File: src/rtl/mem_port_arbiter_pkg.sv
// Shared types and helpers for the memory-port arbiter.
//   arb_state_e : arbiter FSM states (idle / request issued / awaiting response)
//   owner_e     : which requester owns the transaction in flight
//   strb_width  : byte-strobe width for a given data width
//   cnt_width   : timeout counter width able to hold 0..timeout-1
package mem_port_arbiter_pkg;

  typedef enum logic [1:0] {
    ARB_IDLE = 2'd0,
    ARB_REQ  = 2'd1,
    ARB_RESP = 2'd2
  } arb_state_e;

  typedef enum logic {
    OWN_IF = 1'b0,
    OWN_LS = 1'b1
  } owner_e;

  function automatic int unsigned strb_width(int unsigned data_w);
    return data_w / 32'd8;
  endfunction

  localparam int unsigned MEM_STRB_WIDTH = strb_width(32'd32);

  function automatic int unsigned cnt_width(int unsigned timeout);
    return (timeout <= 32'd2) ? 32'd1 : 32'($clog2(timeout));
  endfunction

endpackage

File: src/rtl/mem_port_arbiter_arb_pick2.sv
// Combinational two-way grant selection between fetch and load/store.
//   if_valid_i / ls_valid_i : request valids
//   last_grant_i            : owner of the previous grant (round-robin memory)
//   grant_valid_o           : at least one requester is valid
//   grant_o                 : selected requester
// LS_PRIO=1 gives load/store fixed priority; 0 alternates on contention.
module arb_pick2
  import mem_port_arbiter_pkg::*;
#(
  parameter bit LS_PRIO = 1'b1
) (
  input  logic   if_valid_i,
  input  logic   ls_valid_i,
  input  owner_e last_grant_i,
  output logic   grant_valid_o,
  output owner_e grant_o
);

  always_comb begin
    grant_valid_o = if_valid_i | ls_valid_i;
    grant_o       = OWN_IF;
    if (ls_valid_i && !if_valid_i) begin
      grant_o = OWN_LS;
    end else if (ls_valid_i && if_valid_i) begin
      if (LS_PRIO) begin
        grant_o = OWN_LS;
      end else begin
        grant_o = (last_grant_i == OWN_IF) ? OWN_LS : OWN_IF;
      end
    end
  end

endmodule

File: src/rtl/mem_port_arbiter.sv
// Shares a single memory port between instruction fetch (IF) and the
// load/store unit (LS). One transaction outstanding; each response is routed
// back to the requester that issued it. Supports fetch flush and a response
// timeout that completes the transaction with an error.
//   clk, rst                         : clock, synchronous active-high reset
//   if_req_* / if_resp_* / if_flush  : fetch request/response, branch cancel
//   ls_req_* / ls_resp_*             : load/store request/response
//   mem_req_* / mem_resp_*           : memory-side bus
module mem_port_arbiter
  import mem_port_arbiter_pkg::*;
#(
  parameter int unsigned ADDR_W  = 32,
  parameter int unsigned DATA_W  = 32,
  parameter int unsigned LS_PRIO = 1,
  parameter int unsigned TIMEOUT = 255
) (
  input  logic                clk,
  input  logic                rst,
  input  logic                if_req_valid,
  input  logic [ADDR_W-1:0]   if_req_addr,
  output logic                if_req_ready,
  input  logic                if_flush,
  output logic                if_resp_valid,
  output logic [DATA_W-1:0]   if_resp_data,
  output logic                if_resp_err,
  input  logic                ls_req_valid,
  input  logic                ls_req_wen,
  input  logic [ADDR_W-1:0]   ls_req_addr,
  input  logic [DATA_W-1:0]   ls_req_wdata,
  input  logic [DATA_W/8-1:0] ls_req_wstrb,
  output logic                ls_req_ready,
  output logic                ls_resp_valid,
  output logic [DATA_W-1:0]   ls_resp_data,
  output logic                ls_resp_err,
  output logic                mem_req_valid,
  input  logic                mem_req_ready,
  output logic                mem_req_wen,
  output logic [ADDR_W-1:0]   mem_req_addr,
  output logic [DATA_W-1:0]   mem_req_wdata,
  output logic [DATA_W/8-1:0] mem_req_wstrb,
  input  logic                mem_resp_valid,
  input  logic [DATA_W-1:0]   mem_resp_data
);

  localparam int unsigned STRB_W = strb_width(DATA_W);
  localparam int unsigned CNT_W  = cnt_width(TIMEOUT);
  localparam logic [CNT_W-1:0] TMO_LAST = CNT_W'(TIMEOUT - 1);

  arb_state_e         state_q, state_d;
  owner_e             owner_q, owner_d;
  owner_e             last_q, last_d;
  owner_e             grant;
  logic               grant_valid;
  logic               drop_q, drop_d;
  logic [CNT_W-1:0]   tmo_q, tmo_d;
  logic               wen_q, wen_d;
  logic [ADDR_W-1:0]  addr_q, addr_d;
  logic [DATA_W-1:0]  wdata_q, wdata_d;
  logic [STRB_W-1:0]  wstrb_q, wstrb_d;
  logic               resp_done;
  logic               flush_hit;

  arb_pick2 #(.LS_PRIO(LS_PRIO != 0)) u_pick (
    .if_valid_i    (if_req_valid),
    .ls_valid_i    (ls_req_valid),
    .last_grant_i  (last_q),
    .grant_valid_o (grant_valid),
    .grant_o       (grant)
  );

  // A response or an expired timeout both complete the RESP phase.
  assign resp_done = (state_q == ARB_RESP) && (mem_resp_valid || (tmo_q == TMO_LAST));
  assign flush_hit = (owner_q == OWN_IF) && if_flush;

  always_ff @(posedge clk) begin
    if (rst) state_q <= ARB_IDLE;
    else     state_q <= state_d;
  end

  always_comb begin
    state_d = state_q;
    case (state_q)
      ARB_IDLE: if (grant_valid)   state_d = ARB_REQ;
      ARB_REQ:  if (mem_req_ready) state_d = ARB_RESP;
      ARB_RESP: if (resp_done)     state_d = ARB_IDLE;
      default:                     state_d = ARB_IDLE;
    endcase
  end

  always_comb begin
    owner_d = owner_q;
    last_d  = last_q;
    drop_d  = drop_q;
    tmo_d   = tmo_q;
    wen_d   = wen_q;
    addr_d  = addr_q;
    wdata_d = wdata_q;
    wstrb_d = wstrb_q;
    case (state_q)
      ARB_IDLE: begin
        if (grant_valid) begin
          owner_d = grant;
          last_d  = grant;
          drop_d  = (grant == OWN_IF) && if_flush;
          if (grant == OWN_LS) begin
            wen_d   = ls_req_wen;
            addr_d  = ls_req_addr;
            wdata_d = ls_req_wdata;
            wstrb_d = ls_req_wstrb;
          end else begin
            wen_d   = 1'b0;
            addr_d  = if_req_addr;
            wdata_d = '0;
            wstrb_d = '0;
          end
        end
      end
      ARB_REQ: begin
        if (flush_hit)     drop_d = 1'b1;
        if (mem_req_ready) tmo_d  = '0;
      end
      ARB_RESP: begin
        if (resp_done) begin
          drop_d = 1'b0;
        end else begin
          tmo_d = tmo_q + CNT_W'(1);
          if (flush_hit) drop_d = 1'b1;
        end
      end
      default: ;
    endcase
  end

  always_ff @(posedge clk) begin
    if (rst) begin
      owner_q <= OWN_IF;
      last_q  <= OWN_IF;
      drop_q  <= 1'b0;
      tmo_q   <= '0;
      wen_q   <= 1'b0;
      addr_q  <= '0;
      wdata_q <= '0;
      wstrb_q <= '0;
    end else begin
      owner_q <= owner_d;
      last_q  <= last_d;
      drop_q  <= drop_d;
      tmo_q   <= tmo_d;
      wen_q   <= wen_d;
      addr_q  <= addr_d;
      wdata_q <= wdata_d;
      wstrb_q <= wstrb_d;
    end
  end

  // Handshake/valid outputs are masked while rst is high so nothing leaks
  // from a transaction that the reset is about to abandon. A flush arriving
  // in the completion cycle itself also suppresses the fetch response.
  always_comb begin
    if_req_ready  = 1'b0;
    ls_req_ready  = 1'b0;
    mem_req_valid = 1'b0;
    if_resp_valid = 1'b0;
    if_resp_err   = 1'b0;
    if_resp_data  = '0;
    ls_resp_valid = 1'b0;
    ls_resp_err   = 1'b0;
    ls_resp_data  = '0;
    if (!rst) begin
      if ((state_q == ARB_IDLE) && grant_valid) begin
        if_req_ready = (grant == OWN_IF);
        ls_req_ready = (grant == OWN_LS);
      end
      mem_req_valid = (state_q == ARB_REQ);
      if (resp_done) begin
        if (owner_q == OWN_LS) begin
          ls_resp_valid = 1'b1;
          ls_resp_err   = !mem_resp_valid;
          ls_resp_data  = mem_resp_valid ? mem_resp_data : '0;
        end else if (!drop_q && !if_flush) begin
          if_resp_valid = 1'b1;
          if_resp_err   = !mem_resp_valid;
          if_resp_data  = mem_resp_valid ? mem_resp_data : '0;
        end
      end
    end
  end

  assign mem_req_wen   = wen_q;
  assign mem_req_addr  = addr_q;
  assign mem_req_wdata = wdata_q;
  assign mem_req_wstrb = wstrb_q;

endmodule

File: config.mk
export PLATFORM = sky130hd
export DESIGN_NAME = mem_port_arbiter
export DESIGN_NICKNAME = d
export VERILOG_FILES = /design/src/rtl/mem_port_arbiter_pkg.sv /design/src/rtl/mem_port_arbiter_arb_pick2.sv /design/src/rtl/mem_port_arbiter.sv
export SDC_FILE = /design/constraint.sdc
export NUM_CORES = 1
export LEC_CHECK = 0
export ABC_AREA = 1
export CORE_ASPECT_RATIO = 1.25
export CORE_UTILIZATION = 28
export DETAILED_ROUTE_END_ITERATION = 12
export DONT_BUFFER_PORTS = 1
export GPL_ROUTABILITY_DRIVEN = 0
export PLACE_DENSITY = 0.44
export REMOVE_ABC_BUFFERS = 1
export SYNTH_ARGS = -nofsm -noshare
export SYNTH_HDL_FRONTEND = slang
export SYNTH_SLANG_ARGS = --single-unit
File: constraint.sdc
create_clock -name clk -period 1.9 [get_ports clk]
set_input_delay 0.285 -clock clk [delete_from_list [all_inputs] [get_ports clk]]
set_output_delay 0.285 -clock clk [all_outputs]
set_load 0.01 [all_outputs]
==> results.cfg <==
[layout]
final_layout_size_suffix_gt1_share_pct = 29.4
syn_to_final_growth_pct = 32.8
final_util_pct = 38.2
layout.nets = 651
antenna_cells = 0
fin_cells = 685

[die]
rows = 48
ios = 280
die_width_um = 109
core_area_um2 = 13900
initial_core_util_pct = 28.8
die-area_um2 = 14800
die_y_um = 136

[hold_path]
hold_end = state_q[1]$_SDFFE_PP0P_
whs_path_depth = 1
hp-class = primary input to register
hp-start = rst

[sta]
fmax_ghz = 0.499
post-route-min-period_ns = 2.01
hold_viol = 0
fin_setup_tns_ns = -3.08
slew_violations = 0
setup_violations = 52
tightest_slew_ns = 0.703
min_period_over_period_pct = 106
setup_slack_ns = -0.106
rsz0062_at_grt = true
timing.clock.skew_ns = 0.00705
slew_headroom_pct = 53.1

[place]
numPortBuffers = 0
placedCellCount = 645
dp_hpwl_um = 8530

[flow_run]
cap_violations = 0

[setup_path]
r2r-start = tmo_q[0]$_SDFFE_PP0P_
critPathKind = register to output port
reg2reg_slack_ns = 0.04
crit_path_max_incr_delay_ns = 0.32
critPathSlowestCell = dfxtp_2
reg2reg_depth = 14
worst_path_dominant_cell_family = simple AND/OR/NAND/NOR gates
cp_cell_sequence = inv_2 -> ha_4 -> nand2_2 -> nor2_4 -> nand2_4 -> nand2_8 -> buf_4 -> nand2_8 -> buf_4 -> nor3_4
endpoint_kind = output port
startpoint_type = register
reg2reg_to = tmo_q[6]$_SDFFE_PP0P_
cp.required_ns = 1.62
path_buf_inv = 3
path_max_fanout = 7
worst_ep_arrival_time_ns = 1.72

[clocking]
root_buffer = clkbuf_16
cts.sinks = 81
cts_tree = built
numCtsBuffers = 9
clk_path_buf_depth = 2
htreeDepth = 3
path_clk_slew_ns = 0.06
clock_latency_ns = 0.33

[logic_synthesis]
synth_edf_count = 0
netlist_area_um2 = 4000
synth.distinct_cells = 34
ys.flop_type = dfxtp_1
yosysSeqAreaShare_pct = 40.6
postSynthAreaPerCell_um2 = 8.10
ys_async_sr_fraction_pct = 0
yosys_warnings = 0
synth-seq-cells = 81
synthCells = 493

[pwr]
irDropWorstVdd_mv = 0.420
p_comb_share_pct = 19.5
seqPwrFrac_pct = 45.1
powerDensity_nw_per_um2 = 887
p_int_w = 0.00317
power.switching_w = 0.00153
power.share.switching_pct = 32.6
p_leak_nw = 2.10
clockPowerShare_pct = 35.4

[routing]
drt-total-wl_um = 13200
drt_iter0_drc = 202
vias = 3720
detail-route-antenna-nets = 0
drt_first_pass_iters = 4
vias_per_cell = 5.43
wl_per_cell_um = 19.3
drc = 0

[global_routing]
antenna_found_initial = 0
grt_pass1_vias = 3472
grt_usage_pct = 16.1
grt_max_degree = 58
gr-total-overflow = 0
grt_pass1_wl_um = 17800

[status]
violations = negative setup slack
status = finished, violations left
## cell type report
cell class                 count  area (um2)
inverter                      22        87.6
clock buffer                  10         239
clock inverter                 6        47.5
fill                        1362        8570
tap                          175         219
sequential                    81        1630
multi-input combinational    354        2620
timing repair buffer          37         458
## stage by stage
step | power, W | setup slack, ns | area, um2 | hold slack (ns)
floorplan | 0.00261 | -1.24 | 3790 | 0.354
global placement | 0.00287 | 0.150 | 4180 | 0.363
detailed placement | 0.00289 | 0.114 | 4180 | 0.365
CTS | 0.00464 | -0.154 | 4860 | 0.00755
global route | 0.00493 | -0.204 | 5300 | 0.000108
finish | 0.00470 | -0.106 | 5300 | 0.0195
## worst max-delay path by stage
stage                                      from               to  slack, ns  cells past startpoint
final                     tmo_q[0]$_SDFFE_PP0P_  ls_resp_data[5]      -0.11                     10
after CTS                 tmo_q[0]$_SDFFE_PP0P_      if_resp_err      -0.15                     11
after detailed placement  tmo_q[0]$_SDFFE_PP0P_  ls_resp_data[0]       0.11                      8
after global placement    tmo_q[0]$_SDFFE_PP0P_  ls_resp_data[0]       0.15                      8
after global routing      tmo_q[0]$_SDFFE_PP0P_  ls_resp_data[5]      -0.20                     10
after floorplan                             rst      ls_resp_err      -1.24                      5
## sequential cells by signal, summed over array words and instances (netlist names)
| name | cells |
|---|---|
| mem_req_addr | 32 |
| mem_req_wen | 1 |
| drop_q | 1 |
| tmo_q | 8 |
| mem_req_wstrb | 4 |
| owner_q | 1 |
| state_q | 2 |
| mem_req_wdata | 32 |
## worst reg2reg max path, cell delays in order (launching register included)
cell     delay (ns)
dfxtp_2        0.32
inv_2          0.07
ha_4           0.12
nand2_2        0.06
nor2_4         0.10
nand2_4        0.08
nand2_8        0.08
buf_4          0.14
nand2_8        0.08
buf_4          0.18
buf_4          0.13
buf_4          0.15
nand2_8        0.08
nand2_1        0.05
a21oi_1        0.14
## power by group through the flow
stage | registers (W) | logic [W] | clock network [W]
floorplan | 0.00210 | 0.000510 | 0
global route | 0.00214 | 0.00100 | 0.00178
detailed placement | 0.00215 | 0.000738 | 0
finish | 0.00212 | 0.000916 | 0.00167
global placement | 0.00215 | 0.000719 | 0
CTS | 0.00212 | 0.000806 | 0.00172
## Yosys cell counts (all sizes together), types with 4 or more instances
cell    count  area, um2
a21oi      11       58.8
a22oi      13       97.6
a31oi       4       25.0
a32o       37        370
buf        25        156
clkbuf     13       48.8
dfxtp      81       1620
ha          6       75.1
inv        22       82.6
nand2     126        532
nand3      43        228
nor2       53        226
nor3       32        310
o21ai      17       85.1
## cell families after synthesis
family | share of synthesized area (%)
adders and majority gates | 1.88
xor gates and xnor gates | 0.219
and+or+nand+nor | 33.2
buffers and inverters | 7.20
AOI/OAI and AO/OA | 16.9
DFF | 40.6
## metal layers
| metal | routed length (um) | share of wire, % | GRT usage (%) |
|---|---|---|---|
| met4 | 144 | 1.1 | 5.18 |
| met1 | 4720 | 36 | 16.0 |
| met3 | 1280 | 9.7 | 5.96 |
| met2 | 7090 | 54 | 30.3 |
| met5 | 0 | 0 | 0 |
## layout by cell type (no fill, tap or decap), types with 5 or more instances in the layout
| cell | synthesis | final |
|---|---|---|
| nand2_1 | 121 | 117 |
| dfxtp_1 | 81 | 75 |
| nand3_1 | 42 | 42 |
| a32o_1 | 37 | 37 |
| nor2_4 | 1 | 34 |
| nor3_4 | 0 | 32 |
| buf_4 | 0 | 22 |
| nor2_1 | 44 | 16 |
| inv_1 | 21 | 14 |
| a22oi_1 | 13 | 13 |
| clkbuf_16 | 0 | 12 |
| o21ai_0 | 12 | 11 |
| a21oi_1 | 10 | 10 |
| o21ai_1 | 5 | 6 |
| buf_12 | 0 | 6 |
| inv_2 | 1 | 5 |
| nand2_2 | 1 | 5 |
| nand2_8 | 3 | 5 |
## repair_timing
action / in CTS / in global routing
resized for setup: 73 / 52
hold endpoints to repair: 1 / 2
pin swaps: 2 / 6
cloned: 3 / 4
hold buffers: 1 / 1
endpoints found under the setup margin: 69 / 71
setup buffers: 6 / 9
(Power assumes the default switching activity.)
